### src/rtl/uart_prot_rx.sv
// 8N1 UART receiver feeding data_comp: 2-flop RX synchronizer, falling-edge start detect, mid-bit sampling.
// Optional even-parity bit between data and stop when PARITY_CHK_EN is defined; otherwise par_err is tied low.
module uart_prot_rx #(
   parameter int BAUD_W = 16,
   parameter int DATA_W = 8
) (
   input  logic              clk,
   input  logic              rst,
   input  logic              RX,
   input  logic [BAUD_W-1:0] baud_cnt,
   output logic [DATA_W-1:0] serial_data,
   output logic              serial_vld,
   output logic              frm_err,
   output logic              par_err,
   output logic              busy
);

   localparam int IDX_W = $clog2(DATA_W);

   typedef enum logic [2:0] {
      S_IDLE,
      S_START,
      S_DATA,
`ifdef PARITY_CHK_EN
      S_PARITY,
`endif
      S_STOP
   } state_t;

   state_t            state_q;
   logic              rx_meta_q;
   logic              rx_s_q;
   logic              rx_prev_q;
   logic [BAUD_W-1:0] cnt_q;
   logic [BAUD_W-1:0] eff_q;
   logic [BAUD_W-1:0] eff_d;
   logic [DATA_W-1:0] shift_q;
   logic [DATA_W-1:0] data_q;
   logic [IDX_W-1:0]  bit_idx_q;
   logic              vld_q;
   logic              frm_q;
   logic              start_edge;
   logic              tick;
`ifdef PARITY_CHK_EN
   logic              par_bad_q;
   logic              par_q;
`endif

   // Periods below 2 would leave no room for the half-bit offset to the sample point.
   assign eff_d      = (baud_cnt < BAUD_W'(2)) ? BAUD_W'(2) : baud_cnt;
   assign start_edge = rx_prev_q & ~rx_s_q;
   assign tick       = (cnt_q == '0);

   always_ff @(posedge clk) begin
      if (rst) begin
         state_q   <= S_IDLE;
         rx_meta_q <= 1'b1;
         rx_s_q    <= 1'b1;
         rx_prev_q <= 1'b1;
         cnt_q     <= '0;
         eff_q     <= BAUD_W'(2);
         shift_q   <= '0;
         data_q    <= '0;
         bit_idx_q <= '0;
         vld_q     <= 1'b0;
         frm_q     <= 1'b0;
`ifdef PARITY_CHK_EN
         par_bad_q <= 1'b0;
         par_q     <= 1'b0;
`endif
      end else begin
         rx_meta_q <= RX;
         rx_s_q    <= rx_meta_q;
         rx_prev_q <= rx_s_q;
         vld_q     <= 1'b0;
         frm_q     <= 1'b0;
`ifdef PARITY_CHK_EN
         par_q     <= 1'b0;
`endif
         case (state_q)
            S_IDLE: begin
               if (start_edge) begin
                  eff_q   <= eff_d;
                  cnt_q   <= (eff_d >> 1) - BAUD_W'(1);
                  state_q <= S_START;
               end
            end
            S_START: begin
               if (!tick) begin
                  cnt_q <= cnt_q - BAUD_W'(1);
               end else if (rx_s_q) begin
                  state_q <= S_IDLE;
               end else begin
                  cnt_q     <= eff_q - BAUD_W'(1);
                  bit_idx_q <= '0;
                  state_q   <= S_DATA;
               end
            end
            S_DATA: begin
               if (!tick) begin
                  cnt_q <= cnt_q - BAUD_W'(1);
               end else begin
                  shift_q   <= {rx_s_q, shift_q[DATA_W-1:1]};
                  bit_idx_q <= bit_idx_q + IDX_W'(1);
                  cnt_q     <= eff_q - BAUD_W'(1);
                  if (bit_idx_q == IDX_W'(DATA_W - 1)) begin
`ifdef PARITY_CHK_EN
                     state_q <= S_PARITY;
`else
                     state_q <= S_STOP;
`endif
                  end
               end
            end
`ifdef PARITY_CHK_EN
            S_PARITY: begin
               if (!tick) begin
                  cnt_q <= cnt_q - BAUD_W'(1);
               end else begin
                  par_bad_q <= rx_s_q ^ (^shift_q);
                  cnt_q     <= eff_q - BAUD_W'(1);
                  state_q   <= S_STOP;
               end
            end
`endif
            S_STOP: begin
               if (!tick) begin
                  cnt_q <= cnt_q - BAUD_W'(1);
               end else begin
                  state_q <= S_IDLE;
`ifdef PARITY_CHK_EN
                  par_q <= par_bad_q;
                  if (rx_s_q && !par_bad_q) begin
`else
                  if (rx_s_q) begin
`endif
                     data_q <= shift_q;
                     vld_q  <= 1'b1;
                  end else if (!rx_s_q) begin
                     frm_q <= 1'b1;
                  end
               end
            end
            default: state_q <= S_IDLE;
         endcase
      end
   end

   assign serial_data = data_q;
   assign serial_vld  = vld_q;
   assign frm_err     = frm_q;
   assign busy        = (state_q != S_IDLE);
`ifdef PARITY_CHK_EN
   assign par_err     = par_q;
`else
   assign par_err     = 1'b0;
`endif

endmodule

### config.mk
export PLATFORM = sky130hd
export DESIGN_NAME = uart_prot_rx
export DESIGN_NICKNAME = d
export VERILOG_FILES = /design/src/rtl/uart_prot_rx.sv
export SDC_FILE = /design/constraint.sdc
export NUM_CORES = 1
export LEC_CHECK = 0
export ABC_CLOCK_PERIOD_IN_PS = 3400
export CAP_MARGIN = 20
export CORE_UTILIZATION = 58
export DETAILED_ROUTE_END_ITERATION = 8
export PLACE_DENSITY = 0.91
export SLEW_MARGIN = 20
export SYNTH_ARGS = -nofsm -noshare
export SYNTH_HDL_FRONTEND = slang
export SYNTH_SLANG_ARGS = --single-unit
### constraint.sdc
create_clock -name clk -period 3.4 [get_ports clk]
set_input_delay 0.68 -clock clk [delete_from_list [all_inputs] [get_ports clk]]
set_output_delay 0.68 -clock clk [all_outputs]
set_load 0.05 [all_outputs]
==> impl_metrics.csv, run 1 <==
group,metric,value,unit
status,status,"completed",
timing,setup_violations,0,
place,dp_slack,86.16,ps
yosys,yosysTopAreaCell,"dfxtp_1",
critical_path,crit_slowest_cell,"or4_1",
min_path,hold_path_depth,1,
timing,fin_ws,390.8,ps
timing,fmax,332.3,MHz
critical_path,worst-endpoint-arrival,3250,ps
min_path,min_to,"rx_s_q",
detailed_routing,first_pass_iters,5,
place,dpl.hpwl,6.430,mm
power_and_ir_drop,irDropWorstVdd,0.0003986,V
detailed_routing,top_layer,"met4",
global_route,grt_pass1_wl,15.27,mm
yosys,ys_seq_elements,58,
yosys,yosys_warnings,0,
finish,finalNonFillerCells,557,
global_route,antenna_found_initial,0,
detailed_routing,drtIter0Drc,415,
yosys,synth_cell_type_count,56,
yosys,syn-num-nets,476,
clocking,cts_sinks,58,
power_and_ir_drop,power_density,674.2,mW/mm²
yosys,syn_inst,448,
clocking,worstSkewPairLatency,350,ps
floorplanning,die_h,78.69,µm
finish,n_fill_cell,432,
finish,area.growth.synth_to_final,17.35,%
detailed_routing,drc,0,
timing,period_needed,3009,ps
yosys,synth.top_cell.area_share,34.04,%
floorplanning,coreArea,0.005574,mm²
floorplanning,dieArea,0.006191,mm²
critical_path,r2r_slack,820,ps
clocking,cts_tree,"built",
timing,rsz0062_at_grt,"false",
detailed_routing,vias_per_cell,6.390,
timing,final_max_slew_viol_count,0,
critical_path,crit_type,"in -> reg",
yosys,syn_area,0.003411,mm²
floorplanning,num_rows,27,
yosys,synth.most_common_cell,"nand2_1",
finish,num_antenna_cells,0,
critical_path,worstSetupEndpointType,"flip-flop",
run,drv_cap,0,
global_route,grt_pass1_vias,3242,
critical_path,r2r_start,"cnt_q[5]",
power_and_ir_drop,total_power,2.699,mW
clocking,htreeDepth,3,
clocking,postCtsSetupBuffers,0,
clocking,clkTransAtPathRegs,70,ps
yosys,yosys-top-cells-area,"dfxtp_1 34%, nand2_1 9.1%, a21oi_1 8.2%, xnor2_1 4.6%, ha_1 3.3%",
timing,clock_skew,11.03,ps
critical_path,cp-start-kind,"primary input",
timing,period_share,88.51,%
detailed_routing,wl_met2,4.372,mm
detailed_routing,wl_per_cell,16.70,µm
floorplanning,ioPinCount,31,
yosys,synth-edff-count,0,
detailed_routing,wl_met3,841,µm
yosys,ys_seq_area_share,34.04,%
detailed_routing,m1WireLength,3.777,mm
power_and_ir_drop,leakage,1.423,nW
clocking,cts_buffers,9,
detailed_routing,via_count,3559,
yosys,async_reset_ff_share,0,%
timing,finalHoldViolCount,0,
critical_path,cp_max_fo,5,
yosys,avgSynthCellArea,7.613,µm²
detailed_routing,postRouteAntennaNets,0,
clocking,ctsHoldBuffers,0,
timing,tns,0,ps
global_route,grt-ovfl-total,0,
finish,layout-drive-gt1-share,8.660,%
place,io_buffers,29,
finish,seq_area,0.001161,mm²
clocking,ctsResizeCount,0,
critical_path,reg2reg_to,"cnt_q[13]",
detailed_routing,drt_wl_total,9.301,mm
critical_path,cp_slowest_stage_delay,550,ps
min_path,worstHoldPathType,"reg -> reg",
yosys,ys_top_cells_by_count,"83 x nand2_1, 58 x dfxtp_1, 56 x a21oi_1",
critical_path,path_cells,"clkdlybuf4s50_1 > or4_1 > nor2_1 > a21oi_1 > ha_1 > nand2b_1 > nor3_1 > and4_1 > o21ai_0 > o41ai_1 > o41ai_1",
floorplanning,die_w,78.69,µm
critical_path,r2r_cells,6,
place,gp_congestion,0.9309,
finish,nets,508,
timing,worst_pin_slew,884.7,ps
clocking,clock_path_buffers,2,
timing,relSlewSlack,41.02,%
critical_path,cp_data_required_time,3640,ps
finish,utilization,71.81,%
global_route,track_usage,31.83,%
yosys,synth_flop_cell,"dfxtp_1",
floorplanning,initial_utilization,61.19,%
min_path,hp-start,"rx_meta_q",
finish,multi_input_comb_area,0.002111,mm²
clocking,cts_root_buffer,"clkbuf_8",
global_route,grt_max_degree,48,
critical_path,cpMostUsedCell,"o41ai_1",
place,dp.cells,541,
[state kept, by name, indices dropped and copies added (netlist names)]
name         flops
bit_idx_q        3
cnt_q           16
eff_q           16
frm_err          1
serial_vld       1
state_q          2
shift_q          8
rx_prev_q        1
rx_meta_q        1
serial_data      8
rx_s_q           1
[per-stage QoR]
step | hold WS [ps] | area (µm²)
finish | 442.0 | 4003
global route | 451.4 | 4003
CTS | 441.4 | 4003
detailed placement | 402.7 | 3797
global placement | 392.9 | 3797
floorplan | 389.5 | 3411
[how the worst max path moves through the flow]
stage                 start  slack, ps   endpoint
3_5_place_dp    baud_cnt[6]         90  cnt_q[14]
5_1_grt         baud_cnt[6]        110  cnt_q[14]
6_report        baud_cnt[6]        390  cnt_q[14]
4_1_cts         baud_cnt[6]        440  cnt_q[14]
2_1_floorplan  baud_cnt[12]        630  cnt_q[14]
3_3_place_gp    baud_cnt[6]        190  cnt_q[14]
[cells in the final DEF, fill, tap and decap left out, drive strengths merged, types with 3 or more instances in the layout]
master	netlist	layout
xor2	11	11
o221ai	4	4
and4	3	3
inv	12	12
o31ai	5	5
clkdlybuf4s50	0	28
or3	7	7
and3	3	3
a211oi	3	3
nand2	83	83
xnor2	18	18
nor2	30	30
a22oi	6	6
o211ai	4	4
ha	9	9
a31oi	7	7
o21ai	12	12
nand2b	7	7
nor3b	5	5
nor4	11	11
dfxtp	58	58
clkbuf	14	12
nand3	7	7
a21oi	56	56
buf	8	15
or2	6	6
nor2b	5	5
nand3b	3	3
or4	6	6
nor3	15	15
nand4	3	3
[cell families (layout without fill, tap and decap cells)]
family          Yosys count  in the layout  synth area share (%)
xor+xnor                 29             29                 7.447
simple gates            202            202                 30.04
flops                    58             58                 34.04
compound gates          112            112                 20.07
other cells               1              1                0.1099
buf+inv                  34             71                 4.072
mux                       3              3                0.9171
fa+ha+maj                 9              9                 3.302
[worst max-delay path, delay by kind of cell]
kind / cells / cell delay [ps]
buffers and inverters: 1 / 480
AOI/OAI and AO/OA: 4 / 700
and+or+nand+nor: 5 / 1150
adders and majority gates: 1 / 250
[power breakdown]
group | internal, mW | total (mW) | switching [mW]
Combinational | 0.466 | 1.19 | 0.724
Sequential | 0.742 | 0.842 | 0.0993
Clock | 0.377 | 0.667 | 0.290
Total | 1.59 | 2.70 | 1.11
[area by class of cell]
| class | instances | share of cell area, % |
|---|---|---|
| tap | 72 | 2.251 |
| inverter | 12 | 1.125 |
| sequential | 58 | 29.01 |
| clock inverter | 4 | 1.250 |
| multi-input combinational | 356 | 52.74 |
| timing repair buffer | 43 | 9.753 |
| clock buffer | 12 | 3.876 |
[layer usage]
metal,GRT usage [%],up-vias
met3,6.977,43
met5,0,-
met4,15.00,0
met2,51.65,214
li1,-,1660
met1,39.86,1642
(Power assumes the default switching activity.)
==> inputs of run 2 (changes only) <==
CTS_CLUSTER_DIAMETER = 200   (was unset)
==> results of run 2 <==
Same layout as run 1: the final DEF is identical, and so are final timing and power.
==> inputs of run 3 (changes only) <==
ABC_AREA = 1   (was unset)
CORE_UTILIZATION = 59   (was 58)
PLACE_DENSITY = 0.92   (was 0.91)
==> run 3 against run 2 <==
Compared with the run above: utilization up 0.59 points; clock power grew 18%; highest routed layer unchanged; register-to-register slack better by 190 ps; total power rose by 6.8%; clock skew increased by 1.9 ps; die area rose by 9.7%; sequential share of layout area is 2.5 points lower; sequential cell count is the same; via count is 18% higher; first-iteration DRC count shrank 3.9%; critical endpoint is now busy; combinational power is 6% higher; sequential power shrank 0.6%.
==> impl_metrics.csv, run 3 <==
group,metric,value,unit
finish,layout-drive-gt1-share,7.656,%
critical_path,path_cells,"inv_1 > ha_1 > buf_4 > inv_2 > clkdlybuf4s50_1",
floorplanning,dieArea,0.006789,mm²
place,dpl.hpwl,7.915,mm
clocking,cts_sinks,58,
timing,period_needed,2811,ps
power_and_ir_drop,seq_power_share,29.0,%
power_and_ir_drop,p_sw,1.244,mW
power_and_ir_drop,leakage,1.989,nW
clocking,htreeDepth,3,
clocking,worstSkewPairLatency,360,ps
finish,num_antenna_cells,0,
timing,rsz0062_at_grt,"false",
global_route,track_usage,36.05,%
timing,finalHoldViolCount,0,
clocking,cts_buffers,9,
yosys,avgSynthCellArea,6.283,µm²
clocking,cts_tree,"built",
critical_path,cp_num_buf_inv,4,
floorplanning,num_rows,28,
yosys,yosys-top-cells-area,"dfxtp_1 30%, nand2_1 13%, a21oi_1 7.9%, inv_1 7.8%, o21ai_0 7.3%",
yosys,async_reset_ff_share,0,%
finish,n_fill_cell,497,
power_and_ir_drop,switching_share,43.14,%
clocking,cts_root_buffer,"clkbuf_8",
critical_path,crit_type,"reg -> out",
timing,clock_skew,12.90,ps
yosys,ys_top_cells_by_count,"137 x nand2_1, 79 x inv_1, 71 x nor2_1",
detailed_routing,vias_per_cell,5.898,
min_path,worstHoldPathType,"reg -> reg",
finish,multi_input_comb_area,0.002240,mm²
finish,layout_commonest_cell,"nand2_1",
finish,seq_area,0.001161,mm²
status,status,"completed",
clocking,ctsResizeCount,0,
timing,fin_ws,589.4,ps
timing,period_share,82.67,%
timing,relSlewSlack,58.97,%
critical_path,cp_top_family,"buffers and inverters",
run,drv_cap,0,
critical_path,cp_max_fo,19,
yosys,syn_area,0.003814,mm²
critical_path,cp_data_required_time,2720,ps
critical_path,cp-start-kind,"flip-flop",
critical_path,worstSetupEndpointType,"output pin",
global_route,antenna_found_initial,0,
critical_path,cp.depth,5,
power_and_ir_drop,irDropWorstVdd,0.0004531,V
yosys,yosys_warnings,0,
floorplanning,coreArea,0.006061,mm²
global_route,grt_pass1_wl,18.08,mm
critical_path,worst-endpoint-arrival,2130,ps
yosys,synth-edff-count,0,
detailed_routing,drt_wl_total,11.16,mm
yosys,yosysTopAreaCell,"dfxtp_1",
floorplanning,ioPinCount,31,
global_route,grt_pass1_vias,3886,
yosys,syn_inst,607,
critical_path,cp_slowest_stage_delay,790,ps
timing,tns,0,ps
place,dp_slack,361.9,ps
yosys,ys_seq_area_share,30.45,%
timing,fmax,355.8,MHz
floorplanning,die_h,82.40,µm
place,io_buffers,29,
power_and_ir_drop,combinationalPowerShare,43.6,%
finish,nets,663,
yosys,synth_cell_type_count,37,
global_route,grt_max_degree,25,
detailed_routing,drtIter0Drc,399,
finish,layout_common_cells,"137 x nand2_1, 79 x inv_1, 71 x nor2_1",
global_route,grt-ovfl-total,0,
clocking,postCtsSetupBuffers,0,
floorplanning,initial_utilization,62.92,%
timing,worst_pin_slew,614.8,ps
finish,utilization,72.40,%
power_and_ir_drop,power_density,657.1,mW/mm²
critical_path,crit_slowest_cell,"clkdlybuf4s50_1",
detailed_routing,postRouteAntennaNets,0,
yosys,synth.most_common_cell,"nand2_1",
place,gp_congestion,0.9358,
detailed_routing,via_count,4217,
power_and_ir_drop,p_clk_share,27.4,%
yosys,synth_flop_cell,"dfxtp_1",
detailed_routing,drc,0,
clocking,clock_path_buffers,2,
power_and_ir_drop,internal_power,1.640,mW
critical_path,r2r_cells,13,
detailed_routing,wl_per_cell,15.60,µm
timing,setup_violations,0,
timing,final_max_slew_viol_count,0,
clocking,clkTransAtPathRegs,80,ps
finish,area.growth.synth_to_final,15.06,%
min_path,hold_path_depth,1,
yosys,synth.top_cell.area_share,30.45,%
yosys,ys_seq_elements,58,
detailed_routing,first_pass_iters,5,
finish,top_regs,"cnt_q (16), eff_q (16)",
floorplanning,die_w,82.40,µm
yosys,syn-num-nets,635,
clocking,ctsHoldBuffers,0,
run 3: worst paths after layout:
check,end,slack (ps),start
worst max-delay path,busy,590,state_q[0]
worst min-delay path,rx_s_q,430,rx_meta_q
worst max register to register,cnt_q[3],1010,state_q[0]
worst min register to register,rx_s_q,430,rx_meta_q
run 3: cell type report:
cell class	count	share of cell area (%)
Clock buffer	13	4.078
Clock inverter	3	1.568
Inverter	82	7.072
Multi-Input combinational cell	449	51.04
Sequential cell	58	26.46
Tap cell	75	2.139
Timing Repair Buffer	35	7.642
run 3: per-stage QoR:
stage	instance area, µm²	std cells	total power [mW]	hold WS [ps]
3_5_place_dp	4140	699	2.046	394.3
3_3_place_gp	4140	699	2.006	397.2
5_1_grt	4388	715	3.042	450.0
4_1_cts	4388	715	2.844	424.5
2_1_floorplan	3814	607	1.757	389.5
6_report	4388	715	2.883	425.2
run 3: logic make-up (layout without fill, tap and decap cells):
group | Yosys count | count (layout) | synth area share, %
buffers and inverters | 100 | 133 | 10.83
AOI/OAI and AO/OA | 130 | 130 | 17.88
and+or+nand+nor | 297 | 297 | 35.04
DFF | 58 | 58 | 30.45
xor gates and xnor gates | 12 | 12 | 2.756
adders and majority gates | 9 | 9 | 2.953
other | 1 | 1 | 0.09833
run 3: routing by layer:
metal,GRT usage [%],routed length [µm]
met3,10.00,1177
met5,0,0
met1,44.50,4478
met2,57.27,5108
met4,18.25,391
run 3: power groups by stage:
| stage | logic, mW | clock network (mW) | registers [mW] |
|---|---|---|---|
| 3_5_place_dp | 1.20 | 0 | 0.846 |
| 4_1_cts | 1.23 | 0.788 | 0.832 |
| 6_report | 1.26 | 0.789 | 0.837 |
| 3_3_place_gp | 1.16 | 0 | 0.842 |
| 2_1_floorplan | 0.935 | 0 | 0.822 |
| 5_1_grt | 1.38 | 0.818 | 0.844 |
